==> config.mk <==
export PLATFORM = sky130hd
export DESIGN_NAME = countup_stopwatch
export DESIGN_NICKNAME = d
export VERILOG_FILES = /design/src/rtl/countup_pkg.sv /design/src/rtl/bcd2_up.sv /design/src/rtl/countup_stopwatch.sv
export SDC_FILE = /design/constraint.sdc
export NUM_CORES = 1
export LEC_CHECK = 0
export BUFFER_PORTS_ARGS = -buffer_cell sky130_fd_sc_hd__buf_2
export CORE_ASPECT_RATIO = 2
export CORE_MARGIN = 2
export CORE_UTILIZATION = 57
export DETAILED_ROUTE_END_ITERATION = 8
export HOLD_SLACK_MARGIN = 0.1
export PLACE_DENSITY = 0.86
export SLEW_MARGIN = 20
export SYNTH_ARGS = -nofsm -noshare
export SYNTH_HDL_FRONTEND = slang
export SYNTH_SLANG_ARGS = --single-unit
==> constraint.sdc <==
create_clock -name CP -period 6.2 [get_ports CP]
set_input_delay 0.62 -clock CP [delete_from_list [all_inputs] [get_ports CP]]
set_output_delay 0.62 -clock CP [all_outputs]
set_load 0.005 [all_outputs]
==> src/rtl/countup_pkg.sv <==
// Shared definitions for the count-up stopwatch: state encoding, BCD limits
// and a BCD field validity check used on preset loads.
package countup_pkg;

  typedef enum logic [1:0] {
    ST_IDLE  = 2'd0,
    ST_RUN   = 2'd1,
    ST_PAUSE = 2'd2
  } state_t;

  localparam logic [7:0] MOD_60 = 8'h59;
  localparam logic [7:0] MOD_24 = 8'h23;

  // A field is usable only if both nibbles are decimal digits and it does not exceed its limit.
  function automatic logic bcd_valid(input logic [7:0] v, input logic [7:0] max);
    return (v[7:4] <= 4'd9) && (v[3:0] <= 4'd9) && (v <= max);
  endfunction

endpackage

==> src/rtl/bcd2_up.sv <==
// Two-digit synchronous BCD up-counter; wraps to 00 after max and flags the
// wrap combinationally on carry so counters can be chained enable-to-carry.
module bcd2_up
  import countup_pkg::*;
(
  input  logic       clk,
  input  logic       rst_n,
  input  logic       en,
  input  logic       clr,
  input  logic       load,
  input  logic [7:0] d,
  input  logic [7:0] max,
  output logic [7:0] q,
  output logic       carry
);

  logic [7:0] q_reg;
  logic [7:0] q_next;
  logic [7:0] q_inc;

  always_comb begin
    q_inc = q_reg;
    if (q_reg == max) begin
      q_inc = 8'h00;
    end else if (q_reg[3:0] == 4'd9) begin
      q_inc = {q_reg[7:4] + 4'd1, 4'h0};
    end else begin
      q_inc = q_reg + 8'd1;
    end
  end

  always_comb begin
    q_next = q_reg;
    if (clr) begin
      q_next = 8'h00;
    end else if (load) begin
      q_next = d;
    end else if (en) begin
      q_next = q_inc;
    end
  end

  always_ff @(posedge clk or negedge rst_n) begin
    if (!rst_n) begin
      q_reg <= 8'h00;
    end else begin
      q_reg <= q_next;
    end
  end

  assign q     = q_reg;
  assign carry = en & (q_reg == max);

endmodule

==> src/rtl/countup_stopwatch.sv <==
// Count-up BCD stopwatch HH:MM:SS with single-key start/pause/resume.
// Optional lap hold of the display is enabled by COUNTUP_STOPWATCH_LAP_EN.
module countup_stopwatch
  import countup_pkg::*;
#(
  parameter logic [7:0] MOD_S = MOD_60,
  parameter logic [7:0] MOD_M = MOD_60,
  parameter logic [7:0] MOD_H = MOD_24
) (
  input  logic       CP,
  input  logic       CR,
  input  logic       CE,
  input  logic       CS,
  input  logic       CLR,
  input  logic       PE,
  input  logic [7:0] D_H,
  input  logic [7:0] D_M,
  input  logic [7:0] D_S,
  output logic [7:0] Q_H,
  output logic [7:0] Q_M,
  output logic [7:0] Q_S,
  output logic       RUN,
  output logic       TC
`ifdef COUNTUP_STOPWATCH_LAP_EN
  ,
  input  logic       LAP,
  output logic       HOLD
`endif
);

  state_t     state_reg;
  state_t     state_next;
  logic       cs_q_reg;
  logic       cs_rise;
  logic       tick_en;
  logic       tc_reg;
  logic [7:0] load_s;
  logic [7:0] load_m;
  logic [7:0] load_h;
  logic [7:0] cnt_s;
  logic [7:0] cnt_m;
  logic [7:0] cnt_h;
  logic       carry_s;
  logic       carry_m;
  logic       carry_h;

  assign cs_rise = CS & ~cs_q_reg;

  // CLR/PE discard a same-cycle tick; the tick is judged on the registered state only.
  assign tick_en = (state_reg == ST_RUN) & CE & ~CLR & ~PE;

  assign load_s = bcd_valid(D_S, MOD_S) ? D_S : 8'h00;
  assign load_m = bcd_valid(D_M, MOD_M) ? D_M : 8'h00;
  assign load_h = bcd_valid(D_H, MOD_H) ? D_H : 8'h00;

  always_comb begin
    state_next = state_reg;
    if (CLR) begin
      state_next = ST_IDLE;
    end else if (PE) begin
      state_next = ST_PAUSE;
    end else if (cs_rise) begin
      case (state_reg)
        ST_IDLE:  state_next = ST_RUN;
        ST_RUN:   state_next = ST_PAUSE;
        ST_PAUSE: state_next = ST_RUN;
        default:  state_next = ST_IDLE;
      endcase
    end
  end

  always_ff @(posedge CP or negedge CR) begin
    if (!CR) begin
      state_reg <= ST_IDLE;
      cs_q_reg  <= 1'b0;
      tc_reg    <= 1'b0;
    end else begin
      state_reg <= state_next;
      cs_q_reg  <= CS;
      tc_reg    <= carry_h;
    end
  end

  bcd2_up u_sec (
    .clk   (CP),
    .rst_n (CR),
    .en    (tick_en),
    .clr   (CLR),
    .load  (PE),
    .d     (load_s),
    .max   (MOD_S),
    .q     (cnt_s),
    .carry (carry_s)
  );

  bcd2_up u_min (
    .clk   (CP),
    .rst_n (CR),
    .en    (carry_s),
    .clr   (CLR),
    .load  (PE),
    .d     (load_m),
    .max   (MOD_M),
    .q     (cnt_m),
    .carry (carry_m)
  );

  bcd2_up u_hour (
    .clk   (CP),
    .rst_n (CR),
    .en    (carry_m),
    .clr   (CLR),
    .load  (PE),
    .d     (load_h),
    .max   (MOD_H),
    .q     (cnt_h),
    .carry (carry_h)
  );

  assign RUN = (state_reg == ST_RUN);
  assign TC  = tc_reg;

`ifdef COUNTUP_STOPWATCH_LAP_EN
  logic       lap_q_reg;
  logic       lap_rise;
  logic       hold_reg;
  logic [7:0] snap_s_reg;
  logic [7:0] snap_m_reg;
  logic [7:0] snap_h_reg;

  assign lap_rise = LAP & ~lap_q_reg;

  // Snapshot is the value on display at the LAP edge; the live count keeps going.
  always_ff @(posedge CP or negedge CR) begin
    if (!CR) begin
      lap_q_reg  <= 1'b0;
      hold_reg   <= 1'b0;
      snap_s_reg <= 8'h00;
      snap_m_reg <= 8'h00;
      snap_h_reg <= 8'h00;
    end else begin
      lap_q_reg <= LAP;
      if (CLR || PE || cs_rise) begin
        hold_reg <= 1'b0;
      end else if (lap_rise) begin
        if (hold_reg) begin
          hold_reg <= 1'b0;
        end else if (state_reg == ST_RUN) begin
          hold_reg   <= 1'b1;
          snap_s_reg <= cnt_s;
          snap_m_reg <= cnt_m;
          snap_h_reg <= cnt_h;
        end
      end
    end
  end

  assign HOLD = hold_reg;
  assign Q_S  = hold_reg ? snap_s_reg : cnt_s;
  assign Q_M  = hold_reg ? snap_m_reg : cnt_m;
  assign Q_H  = hold_reg ? snap_h_reg : cnt_h;
`else
  assign Q_S = cnt_s;
  assign Q_M = cnt_m;
  assign Q_H = cnt_h;
`endif

endmodule

**Yosys cells after proc, flatten, opt, wreduce, memory -nomap -nowiden**

Cells that the tools add are included.

- Reductions and logical operators: 12
- Equality and inequality tests: 8
- Bitwise operators: 10
- Muxes and demuxes: 22
- Add/sub/neg operators: 6
- Magnitude comparators: 9

Operators with widths:

| kind | count |
|---|---|
| $mux W8 | 18 |
| $add A8 B1 Y8 const B | 3 |
| $le A4 B4 Y1 const B | 6 |
| $eq A8 B7 Y1 const B | 2 |
| $le A8 B7 Y1 const B | 2 |
| $add A4 B1 Y4 const B | 3 |
| $eq A4 B4 Y1 const B | 3 |
| $reduce_bool A3 Y1 | 4 |
| $eq A8 B6 Y1 const B | 1 |
| $le A8 B6 Y1 const B | 1 |
| $and A1 B1 Y1 | 7 |
| $logic_and A1 B1 Y1 | 6 |
| $mux W2 | 3 |
| $pmux W2 S2 | 1 |
| $not A1 Y1 | 3 |
| $eq A2 B1 Y1 const B | 1 |
| $eq A2 B2 Y1 const B | 1 |
| $logic_not A2 Y1 | 1 |
| $reduce_or A2 Y1 | 1 |

- Logic and storage cells: 73
- Flip-flop bits (word level): 28
- Input bits: 30
- Output and inout port bits: 26

**Longest topological paths before layout**

- Word-level depth: 9
- Mapped depth: 9

**By module**

From an unflattened synthesis, not the netlist that was laid out.

- Cell total of the unflattened synthesis: 306
- Area, all modules: 2632.5 um^2

Modules (own cells, without submodules):

| module | cells an instance | sequential area each (um^2) | instances | area an instance (um^2) |
|---|---|---|---|---|
| bcd2_up | 87 | 200.2 | 3 | 755.7 |
| countup_stopwatch | 45 | 100.1 | 1 | 365.4 |

**Worst setup path before layout**

Ideal clock, no wire load.

- Kind: register to register
- Start point: reg u_sec.q_reg[1], in the netlist u_sec.q[1]
- End point: reg u_hour.q_reg[0], in the netlist u_hour.q[0]
- Stages on the path, launching flop included: 10
- Arrival time: 1883 ps
- Library setup time: 82 ps
- Required time: 6118 ps
- Slack: 4235 ps
- Period minus slack after synthesis: 1965 ps
- Cells stage by stage: dfrtp_1 inv_1 ha_1 and3b_1 buf_6 and3_1 buf_4 nand2_4 or4_1 a31oi_1

- Word-level cells in the longest chain between the ends: 4

Ends and longest elaborated chain:

| what | line | RTL |
|---|---|---|
| from (decl) | bcd2_up.sv:17 | `logic [7:0] q_reg;` |
| from (signal assigned) | bcd2_up.sv:47 | `q_reg <= q_next;` |
| $eq A8 B7 Y1 | bcd2_up.sv:52 | `assign carry = en & (q_reg == max);` |
| $and A1 B1 Y1 (2 in a row) | bcd2_up.sv:52 |  |
| $reduce_bool A3 Y1 (no line) | n/a |  |
| to (signal assigned) | bcd2_up.sv:47 |  |
| to (decl) | bcd2_up.sv:17 |  |

Every way passes these cells.
A chain may end at the register's enable or synchronous reset.

**Worst setup path in the final report**

- Start point: reg u_sec.q_reg[0], in the netlist u_sec.q[0]
- End point: reg u_min.q_reg[3], in the netlist u_min.q[3]

- Word-level cells in the longest chain between the ends: 3

Ends and longest elaborated chain:

| what | line |
|---|---|
| $eq A8 B7 Y1 | bcd2_up.sv:52 |
| $and A1 B1 Y1 | bcd2_up.sv:52 |
| $reduce_bool A3 Y1 (no line) | n/a |
| to (signal assigned) | bcd2_up.sv:47 |
| to (decl) | bcd2_up.sv:17 |

Every way passes these cells.

==> impl_metrics.ini <==
[yosys]
synth_cell_types = 52
syn_nets = 286
ys.flop_type = dfrtp_1
syn_inst = 244
netlist_area_um2 = 2080
synth_commonest_cells = nand2_1, dfrtp_1, a21oi_1, nor2_1, o21ai_0
ys_seq_area_share_pct = 33.7
yosys_warnings = 0
async_reset_ff_share_pct = 100
ys_ff_latch = 28
avgSynthCellArea_um2 = 8.51
synthTopCellsByArea = dfrtp_1, ha_1, nand2_1
synth_largest_area_cell = dfrtp_1
synth_top_area_share_pct = 33.7
synth_edf_count = 0
yosysMostFrequentCell = nand2_1

[worst_setup_path]
crit_fanout = 8
path_cells = ha_1 -> and3b_1 -> and3_1 -> nor2_1 -> or2_2 -> o21ai_0
startpoint_type = flop
required_ns = 6.40
slowest_delay_ns = 0.47
crit_family = simple AND/OR/NAND/NOR gates
crit_end = u_min.q[3]
cp.depth = 6
r2r_cells = 6
reg2reg_from = u_sec.q[0]
worstSetupPathType = flop to flop
slowest_stage = dfrtp_1
critPathCaptureType = flop
worstSetupStartpoint = u_sec.q[0]
path_buf_inv = 0
r2r_slack_ns = 3.92
timing.rr.end = u_min.q[3]
arrival_ns = 2.48

[cts]
postCtsResizedCells = 0
cts.reportedPaths.clkPinSlew_ns = 0.09
insertion_delay_ns = 0.28
cts_hold_buf = 0
htreeDepth = 1
cts_buffer_depth = 2
cts_root_buf = clkbuf_8
numClockSinks = 28
post-cts-setup-buffers = 0
cts_tree = yes
cts_made_buffers = 3

[grt]
grt_pass1_wl_um = 8760
first_global_vias = 2010
grt_usage_pct = 28.2
antenna_found_initial = 0
grt_max_degree = 29
overflow = 0

[cells_and_area]
drive_above_1_share_pct = 22.4
antenna_cells = 0
layout.nets = 333
area_growth_pct = 15.4

[run_status]
status = completed

[timing]
rsz0062_at_grt = no
fmax_mhz = 439
finalClockSkew_ns = 0.00384
fin_crit_sh_pct = 36.8
hold_viol = 0
fin_crit_ns = 2.28
slew_violations = 0
worst_slew_margin_rel_pct = 57.0
worst_pin_slew_ns = 0.645
setup_viol = 0
fin_setup_tns_ns = 0
hold_ws_ns = 0.356

[die]
dieHeight_um = 89.4
die_w_um = 46.7
initial_core_util_pct = 58.2
coreArea_um2 = 3570
dieArea_um2 = 4170
ios = 56
rows = 31

[route]
viasPerCell = 6.13
routed_wl_um = 5280
drcViolationCount = 0
wl_per_cell_um = 15.6
antenna_left = 0
first_pass_iters = 4
vias = 2078
first_iter_violations = 54

[worst_hold_path]
hold_path.class = input port to async pin

[pwr]
ir_drop_mv = 0.184
power_density_nw_per_um2 = 155
power_mw = 0.372
leakage_nw = 1.14

[place]
place.gp.congestion = 0.873
io_buffers = 55
dp_hpwl_um = 4140

[run]
maxCapViolCount = 0
power breakdown:
| group | internal (mW) | switching [mW] | total (mW) |
|---|---|---|---|
| Combinational | 0.0262 | 0.0332 | 0.0594 |
| Sequential | 0.188 | 0.00999 | 0.198 |
| Clock | 0.0569 | 0.0575 | 0.114 |
final cells by class:
class	count	area, um2
fillers	340	1170
repair buffers	55	275
clock buffers	4	55.1
multi-input cells	194	1270
well taps	49	61.3
inverters	9	33.8
flip-flops and latches	28	701
cells by family after synthesis:
| kind of cell | after synthesis | share of synthesized area, % |
|---|---|---|
| AO/OA/AOI/OAI | 67 | 22.0 |
| XOR/XNOR | 8 | 3.37 |
| adder cells (fa/ha/maj) | 12 | 7.23 |
| buffers and inverters | 22 | 5.12 |
| flip-flops | 28 | 33.7 |
| multiplexers | 5 | 2.53 |
| AND/OR/NAND/NOR | 102 | 26.0 |
worst min-delay path by stage:
stage,endpoint,slack [ns],cells past startpoint
floorplan,TC,0.32,0
global placement,u_sec.q[1],0.57,2
detailed placement,u_hour.q[7],0.57,1
CTS,u_min.q[7],0.38,1
global route,cs_q_reg,0.39,1
finish,cs_q_reg,0.36,1
metrics by stage:
stage                     instances  utilization [%]  setup WS [ns]  instance area (um2)
after floorplan                 244                -           4.24                 2080
after global placement          335             65.6           3.98                 2340
after detailed placement        335             65.6           3.89                 2340
after CTS                       339             67.1           3.91                 2400
after global routing            339             67.1           3.77                 2400
final                           339             67.1           3.92                 2400
per-layer routing:
metal  wire length, um  track usage, %
met5                 0               0
met2              2960            51.3
met3               224            2.63
met4               159            13.1
met1              1940            31.2
layout by cell type (no fill, tap or decap), drive strengths merged, types with 8 or more instances in the layout:
master,count
a21oi,15
buf,55
dfrtp,28
ha,12
inv,9
nand2,32
nand3,8
nor2,15
nor3,10
o21ai,15
xnor2,8
No activity file was read; power rests on OpenSTA's default activity.
